`src/rtl/mips_pkg.sv`:
```
// Shared encodings for the multicycle MIPS control path (main FSM and ALU control).
package mips_pkg;

    localparam int unsigned OPW = 6;
    localparam int unsigned STW = 4;

    // Opcodes (instr[31:26])
    localparam logic [OPW-1:0] OP_RTYPE = 6'b000000;
    localparam logic [OPW-1:0] OP_LW    = 6'b100011;
    localparam logic [OPW-1:0] OP_SW    = 6'b101011;
    localparam logic [OPW-1:0] OP_BEQ   = 6'b000100;
    localparam logic [OPW-1:0] OP_BNE   = 6'b000101;
    localparam logic [OPW-1:0] OP_ADDI  = 6'b001000;
    localparam logic [OPW-1:0] OP_J     = 6'b000010;

    // aluOp encodings consumed by the ALU control decoder
    localparam logic [1:0] ALUOP_RTYPE = 2'b00;
    localparam logic [1:0] ALUOP_ADD   = 2'b01;
    localparam logic [1:0] ALUOP_BEQ   = 2'b10;
    localparam logic [1:0] ALUOP_BNE   = 2'b11;

    // ALU B operand select
    localparam logic [1:0] SRCB_REGB  = 2'b00;
    localparam logic [1:0] SRCB_FOUR  = 2'b01;
    localparam logic [1:0] SRCB_IMM   = 2'b10;
    localparam logic [1:0] SRCB_IMMSH = 2'b11;

    // PC source select
    localparam logic [1:0] PCSRC_ALU    = 2'b00;
    localparam logic [1:0] PCSRC_ALUOUT = 2'b01;
    localparam logic [1:0] PCSRC_JUMP   = 2'b10;

    typedef enum logic [STW-1:0] {
        S_FETCH  = 4'd0,
        S_DECODE = 4'd1,
        S_MEMADR = 4'd2,
        S_MEMRD  = 4'd3,
        S_MEMWB  = 4'd4,
        S_MEMWR  = 4'd5,
        S_EXEC   = 4'd6,
        S_ALUWB  = 4'd7,
        S_BRANCH = 4'd8,
        S_ADDIEX = 4'd9,
        S_ADDIWB = 4'd10,
        S_JUMP   = 4'd11
    } state_t;

    // Datapath control bundle produced per state
    typedef struct packed {
        logic [1:0] alu_op;
        logic       alu_src_a;
        logic [1:0] alu_src_b;
        logic [1:0] pc_src;
        logic       pc_write;
        logic       pc_write_cond;
        logic       ior_d;
        logic       mem_read;
        logic       mem_write;
        logic       ir_write;
        logic       reg_dst;
        logic       mem_to_reg;
        logic       reg_write;
        logic       illegal_op;
    } ctrl_t;

    // True for the opcodes this controller sequences
    function automatic logic is_legal_op(input logic [OPW-1:0] op);
        return (op == OP_RTYPE) || (op == OP_LW) || (op == OP_SW) || (op == OP_BEQ) ||
               (op == OP_BNE) || (op == OP_ADDI) || (op == OP_J);
    endfunction

endpackage

```
`src/rtl/mc_main_ctrl_decode.sv`:
```
// Moore output map: current state (plus opReg/opcode/memReady qualifiers) to datapath controls.
module mc_ctrl_decode
    import mips_pkg::*;
(
    input  state_t         st,
    input  logic [OPW-1:0] op_reg,
    input  logic [OPW-1:0] opcode,
    input  logic           mem_ready,
    output ctrl_t          ctrl
);

    // Per-state control values; everything not listed for a state stays 0
    always_comb begin
        ctrl = '0;
        case (st)
            S_FETCH: begin
                ctrl.mem_read  = 1'b1;
                ctrl.alu_src_b = SRCB_FOUR;
                ctrl.alu_op    = ALUOP_ADD;
                ctrl.ir_write  = mem_ready;
                ctrl.pc_write  = mem_ready;
            end
            S_DECODE: begin
                ctrl.alu_src_b  = SRCB_IMMSH;
                ctrl.alu_op     = ALUOP_ADD;
                ctrl.illegal_op = ~is_legal_op(opcode);
            end
            S_MEMADR, S_ADDIEX: begin
                ctrl.alu_src_a = 1'b1;
                ctrl.alu_src_b = SRCB_IMM;
                ctrl.alu_op    = ALUOP_ADD;
            end
            S_MEMRD: begin
                ctrl.mem_read = 1'b1;
                ctrl.ior_d    = 1'b1;
            end
            S_MEMWB: begin
                ctrl.reg_write  = 1'b1;
                ctrl.mem_to_reg = 1'b1;
            end
            S_MEMWR: begin
                ctrl.mem_write = 1'b1;
                ctrl.ior_d     = 1'b1;
            end
            S_EXEC: begin
                ctrl.alu_src_a = 1'b1;
                ctrl.alu_src_b = SRCB_REGB;
                ctrl.alu_op    = ALUOP_RTYPE;
            end
            S_ALUWB: begin
                ctrl.reg_write = 1'b1;
                ctrl.reg_dst   = 1'b1;
            end
            S_BRANCH: begin
                ctrl.alu_src_a     = 1'b1;
                ctrl.alu_src_b     = SRCB_REGB;
                ctrl.pc_write_cond = 1'b1;
                ctrl.pc_src        = PCSRC_ALUOUT;
                ctrl.alu_op        = (op_reg == OP_BNE) ? ALUOP_BNE : ALUOP_BEQ;
            end
            S_ADDIWB: begin
                ctrl.reg_write = 1'b1;
            end
            S_JUMP: begin
                ctrl.pc_write = 1'b1;
                ctrl.pc_src   = PCSRC_JUMP;
            end
            default: begin
                ctrl.illegal_op = 1'b1;
            end
        endcase
    end

endmodule

```
`src/rtl/mc_main_ctrl.sv`:
```
// Multicycle MIPS main control FSM: state/opReg registers, next-state logic, reset gating of outputs.
module mc_main_ctrl
    import mips_pkg::*;
(
    input  logic           clk,
    input  logic           rst,
    input  logic [OPW-1:0] opcode,
    input  logic           memReady,
    output logic [1:0]     aluOp,
    output logic           aluSrcA,
    output logic [1:0]     aluSrcB,
    output logic [1:0]     pcSrc,
    output logic           pcWrite,
    output logic           pcWriteCond,
    output logic           iorD,
    output logic           memRead,
    output logic           memWrite,
    output logic           irWrite,
    output logic           regDst,
    output logic           memToReg,
    output logic           regWrite,
    output logic           illegalOp,
    output logic [STW-1:0] state
);

    state_t         state_q;
    state_t         state_nxt;
    logic [OPW-1:0] op_reg;
    ctrl_t          ctrl;
    ctrl_t          ctrl_out;

    // State register; opcode is captured in DECODE so later states ignore IR changes
    always_ff @(posedge clk) begin
        if (rst) begin
            state_q <= S_FETCH;
            op_reg  <= '0;
        end else begin
            state_q <= state_nxt;
            if (state_q == S_DECODE) begin
                op_reg <= opcode;
            end
        end
    end

    // Next-state sequencing; memory states hold until memReady
    always_comb begin
        state_nxt = S_FETCH;
        case (state_q)
            S_FETCH:  state_nxt = memReady ? S_DECODE : S_FETCH;
            S_DECODE: begin
                case (opcode)
                    OP_RTYPE:      state_nxt = S_EXEC;
                    OP_LW, OP_SW:  state_nxt = S_MEMADR;
                    OP_BEQ,OP_BNE: state_nxt = S_BRANCH;
                    OP_ADDI:       state_nxt = S_ADDIEX;
                    OP_J:          state_nxt = S_JUMP;
                    default:       state_nxt = S_FETCH;
                endcase
            end
            S_MEMADR: state_nxt = (op_reg == OP_LW) ? S_MEMRD : S_MEMWR;
            S_MEMRD:  state_nxt = memReady ? S_MEMWB : S_MEMRD;
            S_MEMWR:  state_nxt = memReady ? S_FETCH : S_MEMWR;
            S_EXEC:   state_nxt = S_ALUWB;
            S_ADDIEX: state_nxt = S_ADDIWB;
            default:  state_nxt = S_FETCH;
        endcase
    end

    mc_ctrl_decode u_decode (
        .st        (state_q),
        .op_reg    (op_reg),
        .opcode    (opcode),
        .mem_ready (memReady),
        .ctrl      (ctrl)
    );

    // All outputs, including memory requests, are forced low while reset is asserted
    always_comb begin
        ctrl_out = rst ? '0 : ctrl;
    end

    assign aluOp       = ctrl_out.alu_op;
    assign aluSrcA     = ctrl_out.alu_src_a;
    assign aluSrcB     = ctrl_out.alu_src_b;
    assign pcSrc       = ctrl_out.pc_src;
    assign pcWrite     = ctrl_out.pc_write;
    assign pcWriteCond = ctrl_out.pc_write_cond;
    assign iorD        = ctrl_out.ior_d;
    assign memRead     = ctrl_out.mem_read;
    assign memWrite    = ctrl_out.mem_write;
    assign irWrite     = ctrl_out.ir_write;
    assign regDst      = ctrl_out.reg_dst;
    assign memToReg    = ctrl_out.mem_to_reg;
    assign regWrite    = ctrl_out.reg_write;
    assign illegalOp   = ctrl_out.illegal_op;
    assign state       = rst ? '0 : STW'(state_q);

endmodule

```
`config.mk`:
```
export PLATFORM = sky130hd
export DESIGN_NAME = mc_main_ctrl
export DESIGN_NICKNAME = d
export VERILOG_FILES = /design/src/rtl/mips_pkg.sv /design/src/rtl/mc_main_ctrl_decode.sv /design/src/rtl/mc_main_ctrl.sv
export SDC_FILE = /design/constraint.sdc
export NUM_CORES = 1
export LEC_CHECK = 0
export CORE_MARGIN = 4
export CORE_UTILIZATION = 45
export DETAILED_ROUTE_END_ITERATION = 7
export HOLD_SLACK_MARGIN = 0.12
export PLACE_DENSITY = 0.76
export SETUP_SLACK_MARGIN = 0.5
export SYNTH_ARGS = -nofsm -noshare
export SYNTH_HDL_FRONTEND = slang
export SYNTH_SLANG_ARGS = --single-unit
```
`constraint.sdc`:
```
create_clock -name clk -period 2.8 [get_ports clk]
set_clock_uncertainty 0.2 [all_clocks]
set_input_delay 0.56 -clock clk [delete_from_list [all_inputs] [get_ports clk]]
set_output_delay 0.56 -clock clk [all_outputs]
set_load 0.02 [all_outputs]
```
== Yosys cells after proc, flatten, opt, wreduce, memory -nomap -nowiden ==
Index checks and enable logic that the tools add are counted.

* Eq/ne operators: 19
* Multiplexer cells: 23
* Reductions and logical operators: 17
* Bitwise logic cells: 1

{| class="wikitable"
|+ Operator list
! cell !! count
|-
| $pmux W4 S7 || 1
|-
| $pmux W4 S5 || 1
|-
| $eq A6 B3 Y1 const B || 3
|-
| $eq A6 B6 Y1 const B || 3
|-
| $mux W17 || 1
|-
| $eq A4 B3 Y1 const B || 4
|-
| $eq A4 B4 Y1 const B || 4
|-
| $mux W1 || 11
|-
| $reduce_or A11 Y1 || 1
|-
| $reduce_or A2 Y1 || 5
|-
| $mux W3 || 3
|-
| $eq A4 B2 Y1 const B || 2
|-
| $pmux W2 S2 || 2
|-
| $reduce_or A4 Y1 || 2
|-
| $eq A6 B2 Y1 const B || 1
|-
| $eq A6 B4 Y1 const B || 1
|-
| $logic_not A6 Y1 || 1
|-
| $logic_or A1 B1 Y1 || 6
|-
| $pmux W2 S3 || 1
|-
| $eq A4 B1 Y1 const B || 1
|-
| $logic_not A4 Y1 || 1
|-
| $mux W4 || 1
|-
| $pmux W1 S2 || 2
|-
| $reduce_or A3 Y1 || 1
|-
| $not A1 Y1 || 1
|}

* Word-level logic and storage cells: 62
* Flip-flop bits (word level): 10

== Longest topological paths before layout ==
Gate-level depths: netlist of the first run.

* Word-level depth: 10
* Depth in mapped cells: 6
* Mapped depth without buffers: 4

== Hierarchy ==
Synthesis of the first run repeated with hierarchy kept, for this count alone.

* Cells, all modules: 137
* Area total of the unflattened synthesis: 962.2 µm²

{| class="wikitable"
|+ Modules (own cells, without submodules)
! module !! instances !! area an instance (µm²) !! cells an instance !! seq. area each (µm²)
|-
| mc_main_ctrl || 1 || 691.9 || 92 || 200.2
|-
| mc_ctrl_decode || 1 || 270.3 || 45 || 0.0
|}

== Worst setup path after synthesis of the first run ==
OpenSTA, ideal clock, no wires.

* Kind: input-to-output
* From: input port rst
* To: output port memRead
* Cell stages on the path: 4
* Slack: 190 ps
* Buffers on the path: 2
* Arrival: 1850 ps
* Cell sequence: clkbuf_1 or2_2 clkbuf_1 nor4bb_1

* Longest elaborated chain between the ends: 1

{| class="wikitable"
|+ Ends and longest elaborated chain
! element !! line !! text
|-
| from (decl) || mc_main_ctrl.sv:6 || <nowiki>input logic rst,</nowiki>
|-
| $mux W17 || mc_main_ctrl.sv:79 || <nowiki>ctrl_out = rst ? '0 : ctrl;</nowiki>
|-
| to (decl) || mc_main_ctrl.sv:16 || <nowiki>output logic memRead,</nowiki>
|}

Every way passes these cells.

== Worst setup path in the final report of the first run ==
* From: input port opcode[3]
* To: output port illegalOp

* Longest elaborated chain between the ends: 10

{| class="wikitable"
|+ Ends and longest elaborated chain
! element !! line !! text
|-
| from (decl) || mc_main_ctrl.sv:7 || <nowiki>input logic [OPW-1:0] opcode,</nowiki>
|-
| $eq A6 B6 Y1 / $logic_not A6 Y1 (equally long branches) || mips_pkg.sv:68 || <nowiki>return (op == OP_RTYPE) || (op == OP_LW) || (op == OP_SW) || (op == OP_BEQ) ||</nowiki>
|-
| $logic_or A1 B1 Y1 (4 in series) || mips_pkg.sv:68 ||
|-
| $logic_or A1 B1 Y1 || mips_pkg.sv:69 || <nowiki>(op == OP_BNE) || (op == OP_ADDI) || (op == OP_J);</nowiki>
|-
| $logic_or A1 B1 Y1 (*) || mips_pkg.sv:69 ||
|-
| $not A1 Y1 (*) || mc_main_ctrl_decode.sv:26 || <nowiki>ctrl.illegal_op = ~is_legal_op(opcode);</nowiki>
|-
| $pmux W1 S2 (*) || mc_main_ctrl_decode.sv:15 || <nowiki>case (st)</nowiki>
|-
| $mux W17 (*) || mc_main_ctrl.sv:79 ||
|-
| to (decl) || mc_main_ctrl.sv:22 || <nowiki>output logic illegalOp,</nowiki>
|}

Mark *: on every way between the ends. The rest lies on a longest branch, timed or not.

==> impl_results.md, run 1 <==
- DRT Pass-1 Iters: 4
- Share of cells above drive strength 1: about 47%
- Tot GR Track Use: 22.9%
- Synth async-reset ratio: 0%
- Gr busiest metal: met2
- Maxcap violations: 0
- Final core utilization: between 70 and 80%
- Seq/Total Area, Yosys: 23.5%
- Minimum clock period: around 2.4 ns
- IO Count: 30
- Worst-path fanout max: 3
- Status: completed
- Initial antenna violation count: 0
- Highest achievable clock rate: 418 MHz
- CTS root buf: clkbuf_4
- Chip Height: 51.5 µm
- PortBufs: 29
- Register bit total from synthesis: 10
- Synth Instances: 118
- Worst-Skew Late Latency: roughly 0.27 ns
- Global placement routability congestion: 0.803
- DRT iter0 DRCs: 30
- DR vias: 1037
- Synthesis Warnings: 0
- Power Density: slightly below 300 nW/µm²
- Synth area leaders: dfxtp_1 (23%), nor2_1 (7.9%), mux2i_1 (7.0%), a21oi_1 (5.9%), nand2b_1 (4.4%)
- CTS buffer count: 3
- Mapped Area: 852 µm²
- Peak supply drop: around 0.26 mV
- Post-DR wirelength/cell: roughly 15 µm
- Core Rows: 15
- Yosys top cell by area: dfxtp_1
- Post-route DRC: 0
- Final-report setup violation count: 0
- Most used DFF post-synth: dfxtp_1
- Worst Hold Class: flop to flop
- Crit Path Class: primary input to primary output
- Via/cell ratio: ~5.6
- Critical Path AT: 1.63 ns
- Pre-CTS setup slack: -0.469 ns
- Largest net degree at the start of global routing: 20
- Critical Path RT: 2.04 ns
- Cells after DPL: approximately 180
- Leak pwr: around 0.58 nW
- H-tree depth: 1
- Hold Fails Final Rpt: 0
- Area grow syn2layout: 62.8%
- Mean Syn Cell Area: just over 7 µm²
- # diodes: 0
- Clock sinks: 10
- HPWL Detailed: approximately 1800 µm
- Number of global-route vias before repair: between 900 and 1000
- DIE WIDTH: 51.5 µm
- Total core area: 1760 µm²
- Worst slew margin: 62.3%
- Post-DRT Antenna Nets: 0
- Unrepaired setup endpoints after global routing: yes
- Post-synth EDFFs: 0
- Reg clk slew, reported paths: 0.06 ns
- Met1 Use GR: about 29%
- CP endpoint kind: primary output
- Syn Nets: 127
- Cell Count, Final, Fillers Out: 186
- Synth top area share: 23.5%
- GR Util met3: 5.73%
- CTS max path bufs: 2
- Filler cells: 131
- Final wirelength: about 2900 µm
- GRT met2 Usage: 35.2%
- Gr ovfl total: 0
- Final period utilization: 85.5%
- Worst slew pin tran: 0.563 ns
- CP Launch Type: primary input
- Setup ws final: just over 0.4 ns
- CTS tree: yes
- Final #Nets: 171
- Max reg flops: 6
- Synth cell types: 39
- Initial Util: 48.3%
- Overall power: 413 µW
- Pins Over Slew Limit: 0
- First-pass GRT wire length: 4490 µm
- Die area: 2650 µm²
## cell usage after synthesis, types with 2 or more instances
master    number
inv_1          3
o21ai_0        3
nor4_1         5
nand3b_1       4
buf_4          2
dfxtp_1       10
o21bai_1       2
nor2b_1        3
mux2i_1        6
a31oi_1        2
nand3_1        4
nand2_1        5
nand2b_1       6
nor3_1         4
clkbuf_1       5
buf_2          5
a21oi_1       10
nor2_1        18
## final cells by class
type / count / area, µm² / share of cell area [%]
tap: 25 / 31.3 / 2.25
multi-input combinational: 92 / 713 / 51.4
inverter: 3 / 11.3 / 0.812
timing repair buffer: 52 / 390 / 28.1
sequential: 10 / 205 / 14.8
clock buffer: 4 / 36.3 / 2.61
## worst paths after layout
path | from | endpoint | slack (ns) | cells after the start
hold reg to reg | op_reg[0]$_SDFFE_PP0P_ | op_reg[0]$_SDFFE_PP0P_ | 0.30 | 2
hold / removal | op_reg[0]$_SDFFE_PP0P_ | op_reg[0]$_SDFFE_PP0P_ | 0.30 | 2
setup / recovery | opcode[3] | illegalOp | 0.41 | 6
setup reg to reg | state_q[1]$_SDFF_PP0_ | state_q[0]$_SDFF_PP0_ | 0.98 | 5
## power breakdown
| part | leakage [nW] | total (mW) | switching (mW) | internal (mW) |
|---|---|---|---|---|
| logic | 0.473 | 0.132 | 0.0688 | 0.0628 |
| registers | 0.0828 | 0.151 | 0.00379 | 0.147 |
| clock network | 0.0210 | 0.131 | 0.0517 | 0.0791 |
| total | 0.577 | 0.413 | 0.124 | 0.289 |
## cell families after synthesis
group,share of synthesized area [%]
buffers and inverters,9.54
XOR/XNOR,2.06
multiplexers,7.05
AND/OR/NAND/NOR,38.8
flip-flops,23.5
AO/OA/AOI/OAI,19.1
## critical path, stage by stage
cell and delay, ns:
buf_12 0.11, xor2_4 0.19, a221oi_4 0.32, o311ai_2 0.16, a21oi_2 0.16, buf_6 0.13
## metal layers
layer  up-vias  share of wire (%)
met3        12                5.2
met4         0                4.6
li1        504                  -
met1       482                 41
met2        39                 49
met5         -                  0
## through the flow
| step | setup TNS, ns | hold WS (ns) | instance area, µm² |
|---|---|---|---|
| 5_1_grt | 0 | 0.362 | 1390 |
| 4_1_cts | 0 | 0.303 | 1330 |
| 6_report | 0 | 0.304 | 1390 |
| 3_3_place_gp | -3.02 | 0.271 | 1270 |
| 3_5_place_dp | -3.12 | 0.288 | 1270 |
| 2_1_floorplan | 0 | 0.252 | 873 |
## cells in the final DEF (no fill, tap or decap), types with 3 or more instances in the layout
cell and count:
dfxtp_1 8, nand2_1 5, inv_1 3, mux2i_1 6
clkbuf_4 4, nor2_1 15, buf_6 6, clkbuf_2 3
buf_2 16, nand2b_1 5, nand3b_1 4, buf_4 21
nand3_1 4, a21oi_1 9, nor3_1 3, o21ai_0 3
## repair_timing
| item | 4_1_cts | 5_1_grt |
|---|---|---|
| pin swaps | 4 | 5 |
| hold buffers | 0 | 0 |
| gates resized for setup | 130 | 24 |
| setup buffers | 3 | 0 |
| setup endpoints to repair | 21 | 19 |
Power figures use the tool's default switching activity.
==> run 2, diff against run 1 <==
==> constraint.sdc (replaced) <==
create_clock -name clk -period 3 [get_ports clk]
set_clock_uncertainty 0.2 [all_clocks]
set_input_delay 0.6 -clock clk [delete_from_list [all_inputs] [get_ports clk]]
set_output_delay 0.6 -clock clk [all_outputs]
set_load 0.02 [all_outputs]
==> run 2 against run 1 <==
First-iteration DRC count shrank 47%. Clock-buffer cell count is the same. Critical endpoint unchanged. Cell count shrank 2.7%. Largest power group unchanged. Design area shrank 8.5%. Total power shrank 11%.
==> impl_results.md, run 2 (synthesis gave the netlist of run 1 again) <==
- DRT Pass-1 Iters: 4
- Cells after DPL: 177
- Post-DR wirelength/cell: 13.5 µm
- Cts hold-fix bufs: 0
- Initial antenna violation count: 0
- Total core area: between 1500 and 2000 µm²
- DRT iter0 DRCs: 16
- Final-report setup violation count: 0
- First-pass GRT wire length: ~4300 µm
- IO Count: 30
- Most common cell after layout, fill and taps aside: buf_4
- CTS root buf: clkbuf_4
- HPWL Detailed: 1870 µm
- Number of global-route vias before repair: 923
- Clock power share: 33.5%
- CP Launch Point: opcode[4]
- Sw Ratio: 29.5%
- Post-route DRC: 0
- Filler cells: about 170
- Switch Pwr: 108 µW
- Crit Path Class: primary input to primary output
- Peak supply drop: 0.298 mV
- Global placement routability congestion: 0.827
- Worst-Skew Late Latency: roughly 0.28 ns
- Minimum clock period: 2.51 ns
- Worst-path fanout max: 3
- PortBufs: 29
- Commonest cells after routing, fill and taps aside: buf_4 (20), nor2_1 (17), buf_2 (11)
- # Post-CTS Setup Buffers: 0
- Final period utilization: 83.8%
- Share of cells above drive strength 1: 37.2%
- Overall power: between 300 and 400 µW
- Final #Nets: 166
- CP endpoint kind: primary output
- Max reg flops: 6
- Tot GR Track Use: 21.4%
- Critical Path AT: 1.71 ns
- Pins Over Slew Limit: 0
- Final core utilization: 72.0%
- CTS buffer count: 3
- Initial Util: roughly 48%
- Final Cell Area: 1270 µm²
- CTS max path bufs: 2
- Reg-to-reg slack, setup: 1.18 ns
- Final wirelength: around 2500 µm
- Worst slew pin tran: 0.563 ns
- CP Launch Type: primary input
- CTS tree: yes
- Reg clk slew, reported paths: about 0.060 ns
- Chip Height: 51.5 µm
- Placed Area: 1250 µm²
- DIE WIDTH: 51.5 µm
- Part of the power in registers: 38.7%
- R2R Path Start: state_q[1]$_SDFF_PP0_
- Unrepaired setup endpoints after global routing: yes
- Cell Count, Final, Fillers Out: around 180
- Worst hold start: op_reg[0]$_SDFFE_PP0P_
- Leak pwr: 0.532 nW
- Maxcap violations: 0
- Area grow syn2layout: 49.0%
- R2R cell count: 5
- Worst slew margin: just over 60%
- Via/cell ratio: 5.39
- H-tree depth: 1
- Gr ovfl total: 0
- Worst Hold Class: flop to flop
- Hold WS: 0.283 ns
- Internal power: approximately 260 µW
- Combinational power share: 27.9%
- Largest net degree at the start of global routing: 20
- Status: completed
- Power Density: slightly below 300 nW/µm²
- Worst hold path cell count: 2
- DR vias: 976
- # diodes: 0
- Critical Path RT: 2.20 ns
- Post-DRT Antenna Nets: 0
- Clock sinks: 10
- Highest achievable clock rate: 398 MHz
- Hold Fails Final Rpt: 0
- Die area: 2650 µm²
- Core Rows: 15
[run 2: metal layers]
metal / GRT usage (%) / wire (µm) / vias to the layer above
met5: 0 / 0 / -
met4: 10.0 / 22 / 0
met3: 5.44 / 115 / 2
met2: 33.3 / 1220 / 25
met1: 27.5 / 1090 / 453
li1: - / - / 496
[run 2: power by group through the flow]
stage | clock (mW) | combinational [mW] | sequential (mW)
after floorplan | 0 | 0.0538 | 0.144
after global routing | 0.134 | 0.113 | 0.142
after CTS | 0.125 | 0.0971 | 0.141
final | 0.122 | 0.102 | 0.142
after detailed placement | 0 | 0.102 | 0.144
after global placement | 0 | 0.101 | 0.144
[run 2: cell type report]
class,count,area [µm²],area share [%]
clock buffers,4,36.3,2.86
repair buffers,47,332,26.1
flip-flops and latches,10,203,16.0
inverters,3,11.3,0.887
multi-input cells,92,657,51.7
well taps,25,31.3,2.46
[run 2: metrics by stage]
step	setup WS (ns)	setup TNS [ns]
finish	0.487	0
floorplan	0.486	0
CTS	0.264	0
detailed placement	-0.416	-1.20
global route	0.392	0
global placement	-0.389	-1.15
[run 2: final timing paths]
check | endpoint
hold / removal | op_reg[0]$_SDFFE_PP0P_
hold reg to reg | op_reg[0]$_SDFFE_PP0P_
setup / recovery | illegalOp
setup reg to reg | state_q[0]$_SDFF_PP0_
[run 2: repair_timing]
| action | 4_1_cts | 5_1_grt |
|---|---|---|
| setup endpoints to repair | 21 | 11 |
| pin swaps | 3 | 4 |
| gates cloned | 0 | 0 |
| gates resized for setup | 82 | 29 |
[run 2: critical path, cell delays in order]
cell,delay [ns]
clkdlybuf4s15_1,0.26
nor4_4,0.08
a221oi_4,0.30
o311ai_2,0.14
a21oi_1,0.16
buf_4,0.16
